$ cat src/rtl/ps2_host_tx.sv
// PS/2 host-to-device transmitter.
// Sends one command byte to a PS/2 device: inhibits the clock, issues the
// start bit, shifts D0..D7, odd parity and stop on device clock falls, then
// checks the device ACK. Every wait on the device is guarded by a timeout.
module ps2_host_tx #(
    parameter int unsigned INHIBIT_CYC  = 5600,
    parameter int unsigned START_TO_CYC = 840000,
    parameter int unsigned BIT_TO_CYC   = 112000
) (
    input  logic       clk_sys,
    input  logic       reset_n,
    input  logic [7:0] tx_data,
    input  logic       tx_valid,
    output logic       tx_ready,
    input  logic       ps2_kbd_clk,
    input  logic       ps2_kbd_data,
    output logic       ps2_clk_oe,
    output logic       ps2_data_oe,
    output logic       busy,
    output logic       tx_done,
    output logic       tx_error
);

    typedef enum logic [2:0] {
        ST_IDLE,
        ST_INHIBIT,
        ST_START,
        ST_SEND,
        ST_ACK,
        ST_WAIT_IDLE
    } state_t;

    localparam logic [19:0] INHIBIT_LAST = 20'(INHIBIT_CYC - 1);
    localparam logic [19:0] START_LIMIT  = 20'(START_TO_CYC);
    localparam logic [19:0] BIT_LIMIT    = 20'(BIT_TO_CYC);
    localparam logic [3:0]  STOP_IDX     = 4'd9;

    state_t      state;
    state_t      state_next;
    logic        clk_meta;
    logic        clk_sync;
    logic        data_meta;
    logic        data_sync;
    logic [3:0]  clk_hist;
    logic        fall;
    logic [19:0] cnt;
    logic        cnt_clear;
    logic [3:0]  bit_idx;
    logic [3:0]  bit_idx_next;
    logic [7:0]  tx_byte;
    logic        tx_parity;
    logic        tx_bit;
    logic        accept;
    logic        abort;
    logic        done;

    // A fall is one old high sample followed by three consecutive low samples.
    assign fall   = (clk_hist == 4'b1000);
    assign accept = tx_valid && tx_ready;

    // Bring the raw PS/2 lines into clk_sys and keep a short clock history.
    always_ff @(posedge clk_sys or negedge reset_n) begin
        if (!reset_n) begin
            clk_meta  <= 1'b1;
            clk_sync  <= 1'b1;
            data_meta <= 1'b1;
            data_sync <= 1'b1;
            clk_hist  <= 4'b1111;
        end else begin
            clk_meta  <= ps2_kbd_clk;
            clk_sync  <= clk_meta;
            data_meta <= ps2_kbd_data;
            data_sync <= data_meta;
            clk_hist  <= {clk_hist[2:0], clk_sync};
        end
    end

    // Select the frame bit for the current index: data, parity, then stop.
    always_comb begin
        tx_bit = 1'b1;
        if (bit_idx < 4'd8) begin
            tx_bit = tx_byte[bit_idx[2:0]];
        end else if (bit_idx == 4'd8) begin
            tx_bit = tx_parity;
        end
    end

    // Next-state, abort/done decisions and line drive for the transfer.
    always_comb begin
        state_next   = state;
        bit_idx_next = bit_idx;
        cnt_clear    = 1'b0;
        abort        = 1'b0;
        done         = 1'b0;
        ps2_clk_oe   = 1'b0;
        ps2_data_oe  = 1'b0;

        case (state)
            ST_IDLE: begin
                bit_idx_next = 4'd0;
                if (accept) begin
                    state_next = ST_INHIBIT;
                end
            end
            ST_INHIBIT: begin
                ps2_clk_oe = 1'b1;
                if (cnt >= INHIBIT_LAST) begin
                    ps2_data_oe = 1'b1;
                    state_next  = ST_START;
                end
            end
            ST_START: begin
                ps2_data_oe = 1'b1;
                if (fall) begin
                    state_next   = ST_SEND;
                    bit_idx_next = 4'd0;
                end else if (cnt >= START_LIMIT) begin
                    abort = 1'b1;
                end
            end
            ST_SEND: begin
                ps2_data_oe = ~tx_bit;
                if (fall) begin
                    cnt_clear = 1'b1;
                    if (bit_idx == STOP_IDX) begin
                        state_next = ST_ACK;
                    end else begin
                        bit_idx_next = 4'(bit_idx + 4'd1);
                    end
                end else if (cnt >= BIT_LIMIT) begin
                    abort = 1'b1;
                end
            end
            ST_ACK: begin
                if (fall) begin
                    cnt_clear = 1'b1;
                    if (!data_sync) begin
                        state_next = ST_WAIT_IDLE;
                    end else begin
                        abort = 1'b1;
                    end
                end else if (cnt >= BIT_LIMIT) begin
                    abort = 1'b1;
                end
            end
            ST_WAIT_IDLE: begin
                if (clk_sync && data_sync) begin
                    done       = 1'b1;
                    state_next = ST_IDLE;
                end else if (fall) begin
                    cnt_clear = 1'b1;
                end else if (cnt >= BIT_LIMIT) begin
                    abort = 1'b1;
                end
            end
            default: begin
                state_next = ST_IDLE;
            end
        endcase

        // An abort releases both lines in the very cycle it is decided.
        if (abort) begin
            state_next  = ST_IDLE;
            ps2_clk_oe  = 1'b0;
            ps2_data_oe = 1'b0;
        end

        if (state_next != state) begin
            cnt_clear = 1'b1;
        end
    end

    assign busy     = (state != ST_IDLE);
    assign tx_done  = done;
    assign tx_error = abort;

    // State register; tx_ready tracks IDLE but stays low throughout reset.
    always_ff @(posedge clk_sys or negedge reset_n) begin
        if (!reset_n) begin
            state    <= ST_IDLE;
            tx_ready <= 1'b0;
            bit_idx  <= 4'd0;
        end else begin
            state    <= state_next;
            tx_ready <= (state_next == ST_IDLE);
            bit_idx  <= bit_idx_next;
        end
    end

    // Shared saturating timer for inhibit hold, start wait and bit timeouts.
    always_ff @(posedge clk_sys or negedge reset_n) begin
        if (!reset_n) begin
            cnt <= 20'd0;
        end else if (cnt_clear) begin
            cnt <= 20'd0;
        end else if (cnt != 20'hFFFFF) begin
            cnt <= cnt + 20'd1;
        end
    end

    // Latch the byte and its odd parity on acceptance; drop it on abort.
    always_ff @(posedge clk_sys or negedge reset_n) begin
        if (!reset_n) begin
            tx_byte   <= 8'd0;
            tx_parity <= 1'b0;
        end else if (accept) begin
            tx_byte   <= tx_data;
            tx_parity <= ~^tx_data;
        end else if (abort) begin
            tx_byte   <= 8'd0;
            tx_parity <= 1'b0;
        end
    end

endmodule

$ cat config.mk
export PLATFORM = sky130hd
export DESIGN_NAME = ps2_host_tx
export DESIGN_NICKNAME = d
export VERILOG_FILES = /design/src/rtl/ps2_host_tx.sv
export SDC_FILE = /design/constraint.sdc
export NUM_CORES = 1
export LEC_CHECK = 0
export CELL_PAD_IN_SITES_DETAIL_PLACEMENT = 1
export CELL_PAD_IN_SITES_GLOBAL_PLACEMENT = 1
export CORE_AREA = 8 8 83 85
export DETAILED_ROUTE_END_ITERATION = 7
export DIE_AREA = 0 0 91 93
export PLACE_DENSITY_LB_ADDON = 0.15
export SLEW_MARGIN = 20
export SYNTH_ARGS = -nofsm -noshare
export SYNTH_HDL_FRONTEND = slang
export SYNTH_SLANG_ARGS = --single-unit
$ cat constraint.sdc
create_clock -name clk_sys -period 6.9 [get_ports clk_sys]
set_input_delay 1.035 -clock clk_sys [delete_from_list [all_inputs] [get_ports clk_sys]]
set_output_delay 1.035 -clock clk_sys [all_outputs]
set_load 0.005 [all_outputs]
==> results_dict.tcl, run 1 <==
set metrics [dict create \
    h-tree-depth 2 \
    wl_per_cell_um 17.1 \
    finalCriticalPeriod_ps 4010 \
    multi_input_area_um2 1420 \
    synth_top_family_by_area "simple AND/OR/NAND/NOR gates" \
    synth_ff_type "dfrtp_1" \
    synth_nets 303 \
    cts_tree "done" \
    die_x_um 91 \
    dp_hpwl_mm 4.52 \
    track_usage_pct 15.8 \
    ys.warnings.count 0 \
    gp_congestion 0.861 \
    synth_fa_ha_area_share_pct 2.34 \
    start_util_pct 47.1 \
    synth_compound_area_share_pct 12.5 \
    grt_max_degree 46 \
    synth_mux_area_share_pct 2.43 \
    clockBufferDepth 2 \
    vias 2110 \
    p_per_area_nw_per_um2 297 \
    end_kind "output port" \
    port_buffers 18 \
    setup_viol 0 \
    worst_clock_skew_ps 7.58 \
    crit_type "reg2out" \
    synthToLayoutAreaGrowth_pct 11.4 \
    tns_ps 0 \
    cp-endpoint "ps2_data_oe" \
    post-cts-setup-buffers 0 \
    synth_xor_xnor_area_share_pct 8.52 \
    crit_required_ps 5860 \
    wirelength_mm 6.32 \
    cts_sinks 45 \
    avgSynthCellArea_um2 9.38 \
    rr_worst_depth 6 \
    synth-seq-cells 45 \
    antenna_cells 0 \
    globalRoute.totalOverflow 0 \
    crit_start "clk_hist[3]" \
    hold_buffers 0 \
    p_total_mw 0.883 \
    core_area_um2 5680 \
    ys_seq_area_share_pct 42.5 \
    nets 311 \
    cp_max_fo 15 \
    pin_count 19 \
    drt-pass1-iter-count 4 \
    maxCapViolCount 0 \
    drive_gt1_share_pct 10.9 \
    setup.worst_path.start_class "register" \
    die_y_um 93 \
    clockRootBuffer "clkbuf_8" \
    seq_area_um2 1140 \
    drcViolationCount 0 \
    die_area_um2 8460 \
    drtIter0Drc 86 \
    status "finished, final reports clean" \
    slew_violations 0 \
    worst_slew_pin_slew_ps 954 \
    hold_path_class "reg2reg" \
    via_per_inst 5.72 \
    antenna_left 0 \
    yosys.area_share.simple_pct 27.2 \
    fillers 652 \
    r2r_slack_ps 3890 \
    cts_made_buffers 5 \
    rsz0062_at_grt "no" \
    hold_viol 0 \
    power_leakage_nw 1.17 \
    clock_latency_ps 290 \
    fin_crit_sh_pct 58.1 \
    grt_pass1_vias 2249 \
    placementRows 28 \
    grt_pass1_wl_mm 11.1 \
    clk_pin_slew_worst_paths_ps 80 \
    ir_drop_uv 160 \
    synth_cell_types 56 \
    cts_resized 0 \
    rr_endpoint "cnt[16]" \
    synth-edff-count 0 \
    synth_cells 285 \
    slew-limit-headroom_pct 36.4 \
    async_reset_ff_share_pct 100 \
    fmax_mhz 249 \
    worstReg2RegStart "clk_hist[3]" \
    antenna_found_initial 0 \
    syn_area_um2 2670 \
    cp.arrival_ps 2980 \
]
-- stage by stage --
stage	hold slack, ps	setup WS, ps	utilization (%)	cell area [µm²]	instances
after detailed placement	347	3240	50.5	2870	361
after floorplan	345	4060	-	2670	285
after CTS	361	2810	52.4	2980	369
after global routing	362	2630	52.5	2980	369
after global placement	345	3300	50.5	2870	361
final	358	2890	52.5	2980	369
-- power breakdown --
part	total, mW	switching, mW	internal [mW]
Combinational	0.314	0.181	0.133
Clock	0.198	0.0899	0.108
Sequential	0.371	0.0593	0.312
Total	0.883	0.331	0.552
-- layout make-up --
type                    count  area share, %
multi-input cells         213           47.7
flip-flops and latches     45           38.2
repair buffers             19           6.22
well taps                  75           3.15
clock buffers               6           2.44
clock inverters             2           1.18
inverters                   9           1.13
-- logic make-up (layout without fill, tap and decap cells) --
group | after synthesis | count (layout)
compound gates | 44 | 44
xor+xnor | 26 | 26
fa+ha+maj | 5 | 5
buf+inv | 27 | 36
flops | 45 | 45
mux | 4 | 4
simple gates | 134 | 134
-- critical path: stages (launching register included) --
cell	delay [ps]
dfstp_2	530
nor4b_1	610
nor4_1	140
o31ai_1	190
nand2_2	310
nor4_1	350
clkdlybuf4s50_1	550
-- metal layers --
metal	track usage [%]	wire [µm]	vias to the layer above
met2	27.4	3160	25
met1	19.6	2910	1053
met3	3.04	174	6
li1	-	-	1026
met4	4.77	72	0
met5	0	0	-
-- placed cells by master (no fill, tap or decap), types with 3 or more instances in the layout --
master and count:
a211oi_1 4, a21oi_1 7, a31oi_1 4, and3_1 4, clkbuf_8 5, clkdlybuf4s50_1 17, dfrtp_1 37, dfstp_2 8
ha_1 5, inv_1 9, nand2_1 39, nand3_1 15, nand4_1 3, nor2_1 16, nor2b_1 3, nor3_1 20
nor3_2 4, nor4_1 5, nor4bb_1 3, o21ai_0 13, xnor2_1 19, xor2_1 6
-- state kept, by name (all words and copies together), names as in the netlist --
register	count
clk_meta	1
data_sync	1
tx_byte	8
cnt	20
clk_hist	4
tx_ready	1
data_meta	1
bit_idx	4
tx_parity	1
clk_sync	1
state	3
-- how the worst min path moves through the flow --
stage,endpoint,start,cells past startpoint,slack [ps]
floorplan,clk_sync,clk_meta,0,350
global placement,data_sync,data_meta,0,350
detailed placement,clk_sync,clk_meta,0,350
CTS,clk_sync,clk_meta,0,360
global route,clk_sync,clk_meta,0,360
finish,clk_sync,clk_meta,0,360
-- cell usage after synthesis, types with 2 or more instances --
master / count / area [µm²]
a211oi_1: 4 / 30.0
a21o_1: 2 / 15.0
a21oi_1: 7 / 35.0
a31oi_1: 4 / 25.0
and2_1: 2 / 12.5
and3_1: 4 / 25.0
and3b_1: 2 / 17.5
and4_1: 2 / 17.5
buf_2: 8 / 40.0
clkbuf_1: 7 / 26.3
dfrtp_1: 37 / 926
dfstp_2: 8 / 210
ha_1: 5 / 62.6
inv_1: 9 / 33.8
mux2i_1: 2 / 20.0
mux4_2: 2 / 45.0
nand2_1: 39 / 146
nand2b_1: 2 / 12.5
nand3_1: 15 / 75.1
nand4_1: 3 / 18.8
nor2_1: 16 / 60.1
nor2b_1: 3 / 18.8
nor3_1: 20 / 100
nor3_2: 4 / 40.0
nor3b_1: 2 / 15.0
nor4_1: 5 / 31.3
nor4b_1: 2 / 17.5
nor4bb_1: 3 / 30.0
o211ai_1: 2 / 15.0
o21ai_0: 13 / 65.1
or4_1: 2 / 15.0
xnor2_1: 20 / 175
xor2_1: 6 / 52.6
(Power assumes the default switching activity.)
==> run 2: changes to the inputs <==
CORE_AREA = 8 8 86 88   (was 8 8 83 85)
DIE_AREA = 0 0 94 96   (was 0 0 91 93)
clock period = 3.81 ns   (was 6.9 ns; I/O delays follow)
==> run 2 against run 1 <==
Count of clock-buffer cells in the layout down 1. Global-route usage up 0.62 points. Critical path type unchanged. Largest cell class unchanged. First-iteration DRC count down 8.1%.
==> results_dict.tcl, run 2 (synthesis results as in run 1) <==
set metrics [dict create \
    status "finished, final reports clean" \
    p_int_mw 1.09 \
    cts_made_buffers 5 \
    port_buffers 18 \
    via_per_inst 5.77 \
    top_regs "cnt (20), tx_byte (8)" \
    track_usage_pct 16.5 \
    pin_count 19 \
    final_common_cell "nand2_1" \
    tns_ps 0 \
    power_leakage_nw 1.19 \
    finish.utilization_pct 49.6 \
    hold_viol 0 \
    dp_hpwl_mm 4.78 \
    crit_path_max_incr_delay_ps 540 \
    wirelength_mm 6.70 \
    slowest_stage "clkdlybuf4s50_1" \
    maxCapViolCount 0 \
    h-tree-depth 2 \
    antenna_found_initial 0 \
    fillers 704 \
    die_y_um 96 \
    cts_sinks 45 \
    p_per_area_nw_per_um2 563 \
    cp_cell_sequence "or3_1 > a311oi_1 > a22o_2 > nand2_2 > nor4_1 > clkdlybuf4s50_1" \
    placementRows 29 \
    die_area_um2 9020 \
    cp_max_fo 15 \
    clockBufferDepth 2 \
    wl_per_cell_um 18.0 \
    drive_gt1_share_pct 11.8 \
    grt_pass1_vias 2356 \
    crit_buf_inv 1 \
    antenna_cells 0 \
    dp.cells 365 \
    fmax_mhz 287 \
    die_x_um 94 \
    start_util_pct 43.8 \
    slew-limit-headroom_pct 36.8 \
    crit_required_ps 3240 \
    nets 313 \
    instances_no_fill 373 \
    worst_clock_skew_ps 5.43 \
    worst_slew_pin_slew_ps 947 \
    crit_family "simple AND/OR/NAND/NOR gates" \
    end_kind "output port" \
    clk_pin_slew_worst_paths_ps 90 \
    hold_buffers 0 \
    globalRoute.totalOverflow 0 \
    clock_latency_ps 310 \
    synthToLayoutAreaGrowth_pct 13.2 \
    hold_path_class "in2async" \
    vias 2151 \
    rsz0062_at_grt "no" \
    gp_congestion 0.835 \
    ir_drop_uv 286 \
    drt-pass1-iter-count 4 \
    largest_reg_flops 20 \
    layout_common_cells "39 x nand2_1, 37 x dfrtp_1, 20 x nor3_1, 19 x xnor2_1, 17 x clkdlybuf4s50_1" \
    cp.arrival_ps 2910 \
    switchingPower_mw 0.618 \
    grt_pass1_wl_mm 11.7 \
    clockRootBuffer "clkbuf_8" \
    drcViolationCount 0 \
    cts_tree "done" \
    finalCriticalPeriod_ps 3480 \
    grt_max_degree 46 \
    drtIter0Drc 79 \
    power_frac_clock_pct 26.2 \
    post-cts-setup-buffers 0 \
    antenna_left 0 \
    cts_resized 0 \
    crit_type "reg2out" \
    fin_crit_sh_pct 91.4 \
    setup_viol 0 \
    top_register "cnt" \
    combPwrFrac_pct 34.2 \
    swShare_pct 36.3 \
    worst_hold_slack_ps 241 \
    slew_violations 0 \
    p_seq_share_pct 39.6 \
    setup.worst_path.start_class "register" \
    core_area_um2 6100 \
]
run 2: per-stage QoR:
step / total power, mW / setup WS, ps / cell area, µm²
after floorplan: 1.07 / 1430 / 2670
after global placement: 1.25 / 707 / 2890
after detailed placement: 1.27 / 691 / 2890
after CTS: 1.73 / 338 / 3020
after global routing: 1.83 / 103 / 3030
final: 1.70 / 327 / 3030
run 2: routing by layer:
layer	vias to the layer above	wire length [µm]	GRT usage, %
li1	1033	-	-
met1	1082	2900	19.5
met2	26	3460	29.2
met3	10	250	4.13
met4	0	91	3.96
met5	-	0	0
run 2: layout make-up:
type / count / area (µm²) / area share, %
multi-input cells: 213 / 1420 / 47.0
clock inverters: 3 / 68.8 / 2.27
inverters: 9 / 33.8 / 1.12
repair buffers: 21 / 200 / 6.62
flip-flops and latches: 45 / 1140 / 37.6
well taps: 77 / 96.3 / 3.18
clock buffers: 5 / 68.8 / 2.27
run 2: path summary, 6_finish.rpt:
path,start,end,slack [ps],cells after the start
max,cnt[17],ps2_data_oe,330,6
min,reset_n,cnt[10],240,1
max reg2reg,cnt[17],cnt[14],880,6
min reg2reg,data_meta,data_sync,360,0
max in group asynchronous,reset_n,cnt[7],3170,1
min in group clk_sys,data_meta,data_sync,360,0
run 2: worst register-to-register path, cell delays in order (launching register included):
cell,delay [ps]
dfrtp_1,470
or3_1,440
a311oi_1,350
a22o_2,260
nand2_2,200
a221o_1,770
a2111oi_4,330
run 2: power by group through the flow:
stage	Combinational, mW	Sequential [mW]	Clock (mW)
after floorplan	0.446	0.619	0
after global placement	0.572	0.677	0
after detailed placement	0.592	0.680	0
after CTS	0.597	0.673	0.460
after global routing	0.661	0.691	0.481
final	0.582	0.674	0.447
==> run 3: changes to the inputs <==
CAP_MARGIN = 30   (was unset)
==> run 3 against run 2 <==
First-iteration DRC count decreased by 19%. Fmax up 0.67%. Register-to-register slack improved by 160 ps. Critical path type unchanged. Critical endpoint unchanged. Highest routed layer unchanged.
==> results_dict.tcl, run 3 (synthesis results as in run 1) <==
set metrics [dict create \
    antenna_cells 0 \
    worst_clock_skew_ps 13.0 \
    slew_violations 0 \
    antenna_left 0 \
    placementRows 29 \
    fin_crit_sh_pct 90.8 \
    top_regs "cnt (20), tx_byte (8)" \
    ir_drop_uv 243 \
    drive_gt1_share_pct 12.4 \
    dpl_cell_area_um2 2910 \
    rsz0062_at_grt "no" \
    slowest_stage "or4b_1" \
    setup_slack_ps 350 \
    clockRootBuffer "clkbuf_8" \
    via_per_inst 5.59 \
    cp_max_fo 15 \
    wirelength_mm 6.44 \
    maxCapViolCount 0 \
    worst_hold_slack_ps 158 \
    status "finished, final reports clean" \
    cp.arrival_ps 2890 \
    fmax_mhz 289 \
    globalRoute.totalOverflow 0 \
    tns_ps 0 \
    antenna_found_initial 0 \
    hold_buffers 0 \
    gp_congestion 0.835 \
    crit_path_max_incr_delay_ps 560 \
    vias 2098 \
    crit_type "reg2out" \
    h-tree-depth 2 \
    p_per_area_nw_per_um2 519 \
    dp_worst_setup_slack_ps 686 \
    largest_reg_flops 20 \
    crit_required_ps 3240 \
    finalCriticalPeriod_ps 3460 \
    die_area_um2 9020 \
    fillers 684 \
    port_buffers 18 \
    end_kind "output port" \
    stdcell_area_um2 3010 \
    worst_slew_pin_slew_ps 686 \
    power_leakage_nw 1.19 \
    multi_input_area_um2 1420 \
    wl_per_cell_um 17.2 \
    r2r_slack_ps 1040 \
    clockBufferDepth 2 \
    grt_pass1_vias 2303 \
    cts_made_buffers 5 \
    drtIter0Drc 64 \
    drcViolationCount 0 \
    post-cts-setup-buffers 0 \
    die_y_um 96 \
    clock_latency_ps 310 \
    final_common_cell "nand2_1" \
    hold_path_class "in2async" \
    slew-limit-headroom_pct 54.0 \
    layout_common_cells "39 x nand2_1, 37 x dfrtp_1, 20 x nor3_1, 19 x xnor2_1, 17 x clkdlybuf4s50_1" \
    grt_pass1_wl_mm 11.3 \
    p_total_mw 1.56 \
    cts_tree "done" \
    start_util_pct 43.8 \
    core_area_um2 6100 \
    top_register "cnt" \
    dp_hpwl_mm 4.83 \
    dp.cells 366 \
    hold_viol 0 \
    synthToLayoutAreaGrowth_pct 12.8 \
    nets 315 \
    cts_sinks 45 \
    instances_no_fill 375 \
    cts_resized 0 \
    pin_count 19 \
    die_x_um 94 \
    cp_cell_sequence "or4b_1 > a31oi_2 > a22o_2 > nand2_2 > nor4_1 > clkdlybuf4s50_1" \
    track_usage_pct 15.9 \
    clk_pin_slew_worst_paths_ps 90 \
    setup.worst_path.start_class "register" \
    setup_viol 0 \
    drt-pass1-iter-count 4 \
    seq_area_um2 1140 \
    grt_max_degree 33 \
    finish.utilization_pct 49.4 \
]
==> run 3: routing by layer <==
layer | global-route usage (%) | part of all wire (%) | wire [µm] | up-vias
met5 | 0 | 0 | 0 | -
met4 | 6.61 | 1.8 | 116 | 0
met3 | 2.73 | 2.9 | 190 | 9
met2 | 28.1 | 51 | 3290 | 21
met1 | 18.8 | 44 | 2850 | 1026
li1 | - | - | - | 1042
==> run 3: final cells by class <==
type / instances / area share [%]
Multi-Input combinational cell: 213 / 47.2
Tap cell: 77 / 3.20
Clock inverter: 3 / 0.830
Inverter: 9 / 1.12
Timing Repair Buffer: 23 / 7.72
Clock buffer: 5 / 2.28
Sequential cell: 45 / 37.7
==> run 3: critical path: cells and delay by family (launching register included) <==
family / cells / cell delay [ps]
DFF: 1 / 530
AOI/OAI and AO/OA: 2 / 430
buffers and inverters: 1 / 540
and+or+nand+nor: 3 / 1070
==> run 3: report_power, final <==
group / internal, mW / switching (mW) / leakage [nW]
Combinational: 0.259 / 0.320 / 0.563
Clock: 0.133 / 0.179 / 0.0447
Sequential: 0.565 / 0.108 / 0.579
==> run 3: path summary, 6_finish.rpt <==
path | from | depth (start not counted) | endpoint
max | clk_hist[3] | 6 | ps2_data_oe
min | reset_n | 1 | state[0]
max reg2reg | cnt[13] | 7 | cnt[7]
min reg2reg | data_meta | 0 | data_sync
max in group asynchronous | reset_n | 2 | cnt[7]
min in group clk_sys | data_meta | 0 | data_sync
